## src/rtl/memory_stage_pkg.sv

```systemverilog
// Shared Y86-64 definitions: icodes, register ids, ALU/condition codes,
// status codes and memory-stage types.
package memory_stage_pkg;

  localparam logic [3:0] I_HALT   = 4'h0;
  localparam logic [3:0] I_NOP    = 4'h1;
  localparam logic [3:0] I_RRMOVQ = 4'h2;
  localparam logic [3:0] I_IRMOVQ = 4'h3;
  localparam logic [3:0] I_RMMOVQ = 4'h4;
  localparam logic [3:0] I_MRMOVQ = 4'h5;
  localparam logic [3:0] I_OPQ    = 4'h6;
  localparam logic [3:0] I_JXX    = 4'h7;
  localparam logic [3:0] I_CALL   = 4'h8;
  localparam logic [3:0] I_RET    = 4'h9;
  localparam logic [3:0] I_PUSHQ  = 4'hA;
  localparam logic [3:0] I_POPQ   = 4'hB;

  localparam logic [3:0] R_NONE   = 4'hF;

  localparam logic [3:0] ALU_ADD  = 4'h0;
  localparam logic [3:0] ALU_SUB  = 4'h1;
  localparam logic [3:0] ALU_AND  = 4'h2;
  localparam logic [3:0] ALU_XOR  = 4'h3;

  localparam logic [3:0] C_YES    = 4'h0;
  localparam logic [3:0] C_LE     = 4'h1;
  localparam logic [3:0] C_L      = 4'h2;
  localparam logic [3:0] C_E      = 4'h3;
  localparam logic [3:0] C_NE     = 4'h4;
  localparam logic [3:0] C_GE     = 4'h5;
  localparam logic [3:0] C_G      = 4'h6;

  localparam logic [2:0] STAT_AOK = 3'd1;
  localparam logic [2:0] STAT_HLT = 3'd2;
  localparam logic [2:0] STAT_ADR = 3'd3;
  localparam logic [2:0] STAT_INS = 3'd4;

  typedef enum logic [1:0] {
    S_IDLE,
    S_MEM,
    S_RESP,
    S_HALTED
  } state_e;

endpackage

```

## src/rtl/memory_stage_if.sv

```systemverilog
// Execute-in, writeback-out and data-memory bus of the memory stage.
interface memory_stage_if;
  logic        in_valid_i;
  logic        in_ready_o;
  logic [3:0]  icode_i;
  logic [63:0] valE_i;
  logic [63:0] valA_i;
  logic [63:0] valP_i;
  logic        cnd_i;
  logic [3:0]  dstE_i;
  logic [3:0]  dstM_i;

  logic        out_valid_o;
  logic        out_ready_i;
  logic [3:0]  icode_o;
  logic [63:0] valE_o;
  logic [63:0] valM_o;
  logic        cnd_o;
  logic [3:0]  dstE_o;
  logic [3:0]  dstM_o;
  logic [2:0]  stat_o;

  logic        mem_req_o;
  logic        mem_we_o;
  logic [63:0] mem_addr_o;
  logic [63:0] mem_wdata_o;
  logic        mem_ack_i;
  logic [63:0] mem_rdata_i;
  logic        mem_err_i;

  modport slave (
    input  in_valid_i, icode_i, valE_i, valA_i, valP_i,
    input  cnd_i, dstE_i, dstM_i, out_ready_i,
    input  mem_ack_i, mem_rdata_i, mem_err_i,
    output in_ready_o, out_valid_o, icode_o, valE_o, valM_o,
    output cnd_o, dstE_o, dstM_o, stat_o,
    output mem_req_o, mem_we_o, mem_addr_o, mem_wdata_o
  );

  modport master (
    output in_valid_i, icode_i, valE_i, valA_i, valP_i,
    output cnd_i, dstE_i, dstM_i, out_ready_i,
    output mem_ack_i, mem_rdata_i, mem_err_i,
    input  in_ready_o, out_valid_o, icode_o, valE_o, valM_o,
    input  cnd_o, dstE_o, dstM_o, stat_o,
    input  mem_req_o, mem_we_o, mem_addr_o, mem_wdata_o
  );
endinterface

```

## src/rtl/memory_stage.sv

```systemverilog
// Y86-64 memory stage: one op in flight, optional data-memory access,
// sticky HALTED on any non-AOK status.
module memory_stage
  import memory_stage_pkg::*;
#(
  parameter logic [63:0] MEM_BYTES = 64'h2000
) (
  input  logic           clk_i,
  input  logic           rst_i,
  memory_stage_if.slave  bus
);

  localparam logic [63:0] ADDR_MAX = MEM_BYTES - 64'd8;

  state_e      state_q, state_d;
  logic [3:0]  icode_q, icode_d;
  logic [63:0] valE_q, valE_d;
  logic [63:0] valM_q, valM_d;
  logic        cnd_q, cnd_d;
  logic [3:0]  dstE_q, dstE_d;
  logic [3:0]  dstM_q, dstM_d;
  logic [2:0]  stat_q, stat_d;
  logic        we_q, we_d;
  logic [63:0] addr_q, addr_d;
  logic [63:0] wdata_q, wdata_d;

  logic        dec_mem;
  logic        dec_we;
  logic [63:0] dec_addr;
  logic [63:0] dec_wdata;
  logic [2:0]  dec_stat;

  always_comb begin
    dec_mem   = 1'b0;
    dec_we    = 1'b0;
    dec_addr  = bus.valE_i;
    dec_wdata = bus.valA_i;
    unique case (1'b1)
      (bus.icode_i == I_RMMOVQ),
      (bus.icode_i == I_PUSHQ): begin
        dec_mem = 1'b1;
        dec_we  = 1'b1;
      end
      (bus.icode_i == I_CALL): begin
        dec_mem   = 1'b1;
        dec_we    = 1'b1;
        dec_wdata = bus.valP_i;
      end
      (bus.icode_i == I_MRMOVQ): begin
        dec_mem = 1'b1;
      end
      (bus.icode_i == I_POPQ),
      (bus.icode_i == I_RET): begin
        dec_mem  = 1'b1;
        dec_addr = bus.valA_i;
      end
      default: ;
    endcase
    unique case (1'b1)
      (bus.icode_i == I_HALT): dec_stat = STAT_HLT;
      (bus.icode_i > I_POPQ):  dec_stat = STAT_INS;
      default:                 dec_stat = STAT_AOK;
    endcase
  end

  always_comb begin
    state_d = state_q;
    icode_d = icode_q;
    valE_d  = valE_q;
    valM_d  = valM_q;
    cnd_d   = cnd_q;
    dstE_d  = dstE_q;
    dstM_d  = dstM_q;
    stat_d  = stat_q;
    we_d    = we_q;
    addr_d  = addr_q;
    wdata_d = wdata_q;
    unique case (state_q)
      S_IDLE: begin
        if (bus.in_valid_i) begin
          icode_d = bus.icode_i;
          valE_d  = bus.valE_i;
          valM_d  = '0;
          cnd_d   = bus.cnd_i;
          dstE_d  = bus.dstE_i;
          dstM_d  = bus.dstM_i;
          stat_d  = dec_stat;
          we_d    = dec_we;
          addr_d  = dec_addr;
          wdata_d = dec_wdata;
          state_d = S_RESP;
          // Out-of-range accesses never reach the memory bus.
          if (dec_mem) begin
            if (dec_addr > ADDR_MAX) stat_d = STAT_ADR;
            else                     state_d = S_MEM;
          end
        end
      end
      S_MEM: begin
        if (bus.mem_ack_i) begin
          state_d = S_RESP;
          if (bus.mem_err_i)  stat_d = STAT_ADR;
          else if (!we_q)     valM_d = bus.mem_rdata_i;
        end
      end
      S_RESP: begin
        if (bus.out_ready_i) begin
          state_d = (stat_q == STAT_AOK) ? S_IDLE : S_HALTED;
        end
      end
      S_HALTED: ;
      default: state_d = S_IDLE;
    endcase
  end

  always_ff @(posedge clk_i) begin
    if (rst_i) begin
      state_q <= S_IDLE;
      icode_q <= '0;
      valE_q  <= '0;
      valM_q  <= '0;
      cnd_q   <= 1'b0;
      dstE_q  <= '0;
      dstM_q  <= '0;
      stat_q  <= STAT_AOK;
      we_q    <= 1'b0;
      addr_q  <= '0;
      wdata_q <= '0;
    end else begin
      state_q <= state_d;
      icode_q <= icode_d;
      valE_q  <= valE_d;
      valM_q  <= valM_d;
      cnd_q   <= cnd_d;
      dstE_q  <= dstE_d;
      dstM_q  <= dstM_d;
      stat_q  <= stat_d;
      we_q    <= we_d;
      addr_q  <= addr_d;
      wdata_q <= wdata_d;
    end
  end

  assign bus.in_ready_o  = (state_q == S_IDLE);
  assign bus.out_valid_o = (state_q == S_RESP);
  assign bus.mem_req_o   = (state_q == S_MEM);
  assign bus.mem_we_o    = (state_q == S_MEM) && we_q;
  assign bus.mem_addr_o  = addr_q;
  assign bus.mem_wdata_o = wdata_q;
  assign bus.icode_o     = icode_q;
  assign bus.valE_o      = valE_q;
  assign bus.valM_o      = valM_q;
  assign bus.cnd_o       = cnd_q;
  assign bus.dstE_o      = dstE_q;
  assign bus.dstM_o      = dstM_q;
  assign bus.stat_o      = stat_q;

endmodule

```

## src/flat_wrapper.sv

```systemverilog
// flat-port wrapper written by rule: the top's interface ports become plain ports
module memory_stage_flat import memory_stage_pkg::*;
#(
  parameter logic [63:0] MEM_BYTES = 64'h2000
)
  (clk_i, rst_i, bus_in_valid_i, bus_icode_i, bus_valE_i, bus_valA_i, bus_valP_i, bus_cnd_i, bus_dstE_i, bus_dstM_i, bus_out_ready_i, bus_mem_ack_i, bus_mem_rdata_i, bus_mem_err_i, bus_in_ready_o, bus_out_valid_o, bus_icode_o, bus_valE_o, bus_valM_o, bus_cnd_o, bus_dstE_o, bus_dstM_o, bus_stat_o, bus_mem_req_o, bus_mem_we_o, bus_mem_addr_o, bus_mem_wdata_o);
  memory_stage_if bus_i ();
  input  logic clk_i;
  input  logic rst_i;
  input wire logic [$bits(bus_i.in_valid_i)-1:0] bus_in_valid_i;
  input wire logic [$bits(bus_i.icode_i)-1:0] bus_icode_i;
  input wire logic [$bits(bus_i.valE_i)-1:0] bus_valE_i;
  input wire logic [$bits(bus_i.valA_i)-1:0] bus_valA_i;
  input wire logic [$bits(bus_i.valP_i)-1:0] bus_valP_i;
  input wire logic [$bits(bus_i.cnd_i)-1:0] bus_cnd_i;
  input wire logic [$bits(bus_i.dstE_i)-1:0] bus_dstE_i;
  input wire logic [$bits(bus_i.dstM_i)-1:0] bus_dstM_i;
  input wire logic [$bits(bus_i.out_ready_i)-1:0] bus_out_ready_i;
  input wire logic [$bits(bus_i.mem_ack_i)-1:0] bus_mem_ack_i;
  input wire logic [$bits(bus_i.mem_rdata_i)-1:0] bus_mem_rdata_i;
  input wire logic [$bits(bus_i.mem_err_i)-1:0] bus_mem_err_i;
  output wire logic [$bits(bus_i.in_ready_o)-1:0] bus_in_ready_o;
  output wire logic [$bits(bus_i.out_valid_o)-1:0] bus_out_valid_o;
  output wire logic [$bits(bus_i.icode_o)-1:0] bus_icode_o;
  output wire logic [$bits(bus_i.valE_o)-1:0] bus_valE_o;
  output wire logic [$bits(bus_i.valM_o)-1:0] bus_valM_o;
  output wire logic [$bits(bus_i.cnd_o)-1:0] bus_cnd_o;
  output wire logic [$bits(bus_i.dstE_o)-1:0] bus_dstE_o;
  output wire logic [$bits(bus_i.dstM_o)-1:0] bus_dstM_o;
  output wire logic [$bits(bus_i.stat_o)-1:0] bus_stat_o;
  output wire logic [$bits(bus_i.mem_req_o)-1:0] bus_mem_req_o;
  output wire logic [$bits(bus_i.mem_we_o)-1:0] bus_mem_we_o;
  output wire logic [$bits(bus_i.mem_addr_o)-1:0] bus_mem_addr_o;
  output wire logic [$bits(bus_i.mem_wdata_o)-1:0] bus_mem_wdata_o;
  assign bus_i.in_valid_i = bus_in_valid_i;
  assign bus_i.icode_i = bus_icode_i;
  assign bus_i.valE_i = bus_valE_i;
  assign bus_i.valA_i = bus_valA_i;
  assign bus_i.valP_i = bus_valP_i;
  assign bus_i.cnd_i = bus_cnd_i;
  assign bus_i.dstE_i = bus_dstE_i;
  assign bus_i.dstM_i = bus_dstM_i;
  assign bus_i.out_ready_i = bus_out_ready_i;
  assign bus_i.mem_ack_i = bus_mem_ack_i;
  assign bus_i.mem_rdata_i = bus_mem_rdata_i;
  assign bus_i.mem_err_i = bus_mem_err_i;
  assign bus_in_ready_o = bus_i.in_ready_o;
  assign bus_out_valid_o = bus_i.out_valid_o;
  assign bus_icode_o = bus_i.icode_o;
  assign bus_valE_o = bus_i.valE_o;
  assign bus_valM_o = bus_i.valM_o;
  assign bus_cnd_o = bus_i.cnd_o;
  assign bus_dstE_o = bus_i.dstE_o;
  assign bus_dstM_o = bus_i.dstM_o;
  assign bus_stat_o = bus_i.stat_o;
  assign bus_mem_req_o = bus_i.mem_req_o;
  assign bus_mem_we_o = bus_i.mem_we_o;
  assign bus_mem_addr_o = bus_i.mem_addr_o;
  assign bus_mem_wdata_o = bus_i.mem_wdata_o;
  memory_stage #(.MEM_BYTES(MEM_BYTES)) u_core (.clk_i(clk_i), .rst_i(rst_i), .bus(bus_i));
endmodule
```

## config.mk

```make
export PLATFORM = sky130hd
export DESIGN_NAME = memory_stage_flat
export DESIGN_NICKNAME = d
export VERILOG_FILES = /design/src/rtl/memory_stage_pkg.sv /design/src/rtl/memory_stage_if.sv /design/src/rtl/memory_stage.sv /design/src/flat_wrapper.sv
export SDC_FILE = /design/constraint.sdc
export NUM_CORES = 1
export LEC_CHECK = 0
export ABC_AREA = 1
export CORE_AREA = 2 2 215 217
export CTS_CLUSTER_SIZE = 30
export DETAILED_ROUTE_END_ITERATION = 6
export DIE_AREA = 0 0 217 219
export PLACE_DENSITY = 0.53
export SYNTH_ARGS = -nofsm -noshare
export SYNTH_HDL_FRONTEND = slang
export SYNTH_SLANG_ARGS = --single-unit
export TNS_END_PERCENT = 10
```

## constraint.sdc

```tcl
create_clock -name clk_i -period 4.6 [get_ports clk_i]
set_input_delay 0.46 -clock clk_i [delete_from_list [all_inputs] [get_ports clk_i]]
set_output_delay 0.46 -clock clk_i [all_outputs]
set_load 0.01 [all_outputs]
```

# After elaboration in Yosys (flattened, before gate mapping)
# Cells that the tools add are included.
# totals
register_bits	275
in_bits	275
# classes
order_cmp	2
n_eq_ne	15
reduce_logical	12
muxes	23
# ops
cell	count
$mux W64	6
$pmux W64 S2	1
$gt A64 B13 Y1 const B	1
$eq A4 B4 Y1 const B	4
$mux W3	5
$mux W2	6
$ne A2 B2 Y1 const B	6
$pmux W3 S2	2
$eq A4 B3 Y1 const B	2
$reduce_and A4 Y1	2
$pmux W2 S3	1
$reduce_or A6 Y1	1
$reduce_and A5 Y1	1
$gt A4 B4 Y1 const B	1
$logic_not A4 Y1	1
$eq A3 B1 Y1 const B	1
$reduce_bool A3 Y1	1
$reduce_or A3 Y1	1
$eq A2 B1 Y1 const B	1
$eq A2 B2 Y1 const B	1
$logic_not A2 Y1	1
$mux W1	2
$reduce_and A2 Y1	1
$reduce_bool A2 Y1	1
other kinds (2)	2

# Depth between registers and ports, before layout
# depth
word_depth	8
ltp_mapped	16
mapped_depth_nobuf	14

# Worst setup path before layout
# Ideal clock, no wire load.
# synth_timing
kind	reg-to-output
start	register u_core.state_q[1]
end	output port bus_mem_we_o
slack_ns	2.674
path_stages_with_launch	8
required_ns	4.140
arrival_ns	1.466
path_buffers	3
path_cell_list	dfxtp_1 inv_1 ha_1 buf_2 clkbuf_1 buf_1 nand2_1 inv_1
# synth_between
elab_chain_len	2
# synth_lines
element	line	rtl
start: declaration	memory_stage.sv:15	state_e state_q, state_d;
start signal: assignment	memory_stage.sv:130	state_q <= state_d;
$eq A2 B1 Y1	--	
named net bus_mem_req_o	flat_wrapper.sv:31	output wire logic [$bits(bus_i.mem_req_o)-1:0] bus_mem_req_o;
$logic_and A1 B1 Y1	memory_stage.sv:147	assign bus.mem_we_o = (state_q == S_MEM) && we_q;
end: declaration	flat_wrapper.sv:32	output wire logic [$bits(bus_i.mem_we_o)-1:0] bus_mem_we_o;
# The timed path passes the listed nets, and every way through them passes these cells.

# Final worst setup path
# layout_timing
start	register u_core.state_q[1]
end	output port bus_mem_we_o
# layout_between
elab_chain_len	2
# layout_lines
element	line
$eq A2 B1 Y1	memory_stage.sv:147
$logic_and A1 B1 Y1	memory_stage.sv:147
# Every way passes these cells.

==> run metrics <==
status=finished, final reports clean; P&R area growth vs syn=60.0%; Num CTS Buffers=36; Worst Skew=17.0 ps; Slew @ Worst Pin=1110 ps; Post-CTS Resized=0; RD Place Congestion=0.826; nets@finish=2,403; Die Area=47,500 sq um; initial core utilization=26.1%; CP peak stage delay=630 ps; gr usage total=21.1%; Placed Area=17,700 sq um; Synthesis Warnings=0; number of global-route vias before repair=12,200; Die Y=219 um; final core occ=41.8%; Max Cap Viol=0; # rows=78; DR WL/cell=18.8 um; multiplexer share of the synthesized area=0%; CTS hold repair buffers=0; Synth Net Count=1,927; Avg Synthesized Cell Area=7.15 sq um; Static Leak=8.01 nW; Final HPWL DP=37,700 um; CP startpoint kind=flip-flop; Vias/cell=4.59; P per Cell Area=499 nW/um^2; CP endpoint kind=primary output; pre-CTS WS=1120 ps; IR Drop Worst-Case VDD=0.272 mV; CP max FO=70; Setup violations, final=0; die width=217 um; Largest delay share family, worst path=buffers and inverters; commonest cells after routing, fill and taps aside=548 x clkdlybuf4s50_1, 354 x nand2_1, 275 x dfxtp_1, 210 x inv_1, 157 x nor2_1; Tcrit/Tclk final=66.1%; final hold violation count=0; RSZ-0062 raised after global routing=false; clk_lat worst skew=540 ps; Seq pwr share=34.1%; Fin Setup TNS=0 ps; crit path kind=flip-flop to primary output; fin crit period=3040 ps; Post-Syn Area=11,800 sq um; Switching Share=34.7%; Clock transition at path regs=60 ps; Slew HR=25.7%; residual DRC count=0; grt total ovfl=0; main combinational cell family by area after synthesis=simple AND/OR/NAND/NOR gates; CP required=4140 ps; total routed wirelength=51,900 um; xor/xnor share of the synthesized area=0%; clock sink total=275; H-tree depth=2; Post-Synth Simple-Gate Area=22.4%; Hold WC Path Type=input port to flip-flop; Cell Chain, Critical Path=inv_1, ha_2, buf_4, nand2_1, inv_1, clkdlybuf4s50_1; IO Pins=551; drt pass-1 iters=7; share of layout cells above drive strength 1=3.95%; Seq/Total Area, Yosys=46.8%; initial antenna violation count=9; vias post-DR=12,700; setup ws final=1560 ps; Gate power share=36.6%; core footprint=45,100 sq um; Synth Area in Compound Gates=19.1%; input/output buffers=550; fin. max-slew vios=0; maximum clock rate=329 MHz; Clk pwr share=29.4%; Adder-Cell Fraction of Synth Area=0.425%; Worst EP arrival=2580 ps; CP max-delay cell=clkdlybuf4s50_1; global-route wire length before repair=76,000 um; final instance area=18,800 sq um; Setup Buffers After CTS=0; Root Buffer=clkbuf_16; pin count of the biggest net entering global routing=137; critical path's most frequent cell=inv_1; drt first-iter violations=847; post-synth cell types=26; most common cell after layout, fill and taps aside=clkdlybuf4s50_1; Buf/Inv on CP=4; Psw=3.26 mW; P_int=6.14 mW; Cells after Synth=1,648; clock buffer depth=3; #FFs+latches synth=275; CTS tree=built; Detail Route Antenna Nets=0
## routing by layer
metal | vias to the layer above | routed length [um] | global-route usage [%]
met4 | 10 | 1500 | 7.88
met1 | 5777 | 21100 | 24.4
met3 | 81 | 4750 | 7.66
met5 | - | 69 | 0
li1 | 6310 | - | -
met2 | 472 | 24400 | 35.4
## cell families (layout without fill, tap and decap cells)
kind of cell,Yosys count,in the layout
AO/OA/AOI/OAI,379,379
AND/OR/NAND/NOR,650,650
other,0,4
adder cells (fa/ha/maj),4,4
flip-flops,275,275
buffers and inverters,340,844
## stage by stage
step	power, mW	hold slack (ps)	instances
final	9.39	153	2756
after global routing	9.98	126	2756
after CTS	9.54	114	2752
after detailed placement	6.71	455	2686
after global placement	6.69	451	2686
after floorplan	4.84	455	1648
## worst register-to-register path, cell delays in order, from the launching register on
cell and delay, ps:
dfxtp_1 340, inv_1 90, ha_1 310, nand2_2 440
o21ai_0 300, nand3_2 120, inv_2 810, nand3_1 240
a21oi_1 180
## flip-flops by register name, summed over array words and instances, names as in the netlist, 2 cells and up
signal and count:
u_core.bus.mem_addr_o 64, u_core.bus.mem_wdata_o 64, u_core.bus.valE_o 64, u_core.bus.valM_o 64
u_core.bus.dstE_o 4, u_core.bus.dstM_o 4, u_core.bus.icode_o 4, u_core.bus.stat_o 3
u_core.state_q 2
## path summary, 6_finish.rpt
path              slack (ps)                            endpoint                               start  cells past startpoint
setup / recovery        1560                        bus_mem_we_o      u_core.state_q[1]$_SDFFE_PP0P_                      6
hold / removal           150  u_core.bus.valM_o[52]$_SDFFE_PP0P_                               rst_i                      2
setup reg to reg        1710  u_core.bus.valM_o[57]$_SDFFE_PP0P_      u_core.state_q[0]$_SDFFE_PP0P_                      8
hold reg to reg          460  u_core.bus.valM_o[11]$_SDFFE_PP0P_  u_core.bus.valM_o[11]$_SDFFE_PP0P_                      2
## power by group through the flow
stage / clock, mW / sequential [mW] / combinational [mW]
CTS: 2.85 / 3.20 / 3.49
finish: 2.76 / 3.20 / 3.43
global route: 2.95 / 3.26 / 3.76
global placement: 0 / 3.23 / 3.46
detailed placement: 0 / 3.24 / 3.47
floorplan: 0 / 3.47 / 1.37
## Yosys cell counts (all sizes together)
cell | n | share of area (%)
clkinv | 1 | 0.032
o211ai | 137 | 8.7
a31oi | 3 | 0.16
nand2 | 356 | 11
nand4 | 5 | 0.27
o31ai | 1 | 0.064
or2 | 2 | 0.11
buf | 33 | 1.5
nor3 | 2 | 0.085
o21ai | 132 | 5.6
nand3 | 125 | 5.4
dfxtp | 275 | 47
ha | 4 | 0.43
inv | 214 | 6.8
nor2 | 160 | 5.2
clkbuf | 92 | 2.9
a21oi | 106 | 4.5
## layout make-up
| type | instances | area (sq um) |
|---|---|---|
| Tap cell | 600 | 751 |
| Clock inverter | 10 | 92.6 |
| Clock buffer | 56 | 1070 |
| Multi-Input combinational cell | 1033 | 4950 |
| Sequential cell | 275 | 5510 |
| Timing Repair Buffer | 563 | 5630 |
| Fill cell | 4676 | 26300 |
| Inverter | 215 | 822 |
| Antenna cell | 4 | 10.0 |
(Power assumes the default switching activity.)
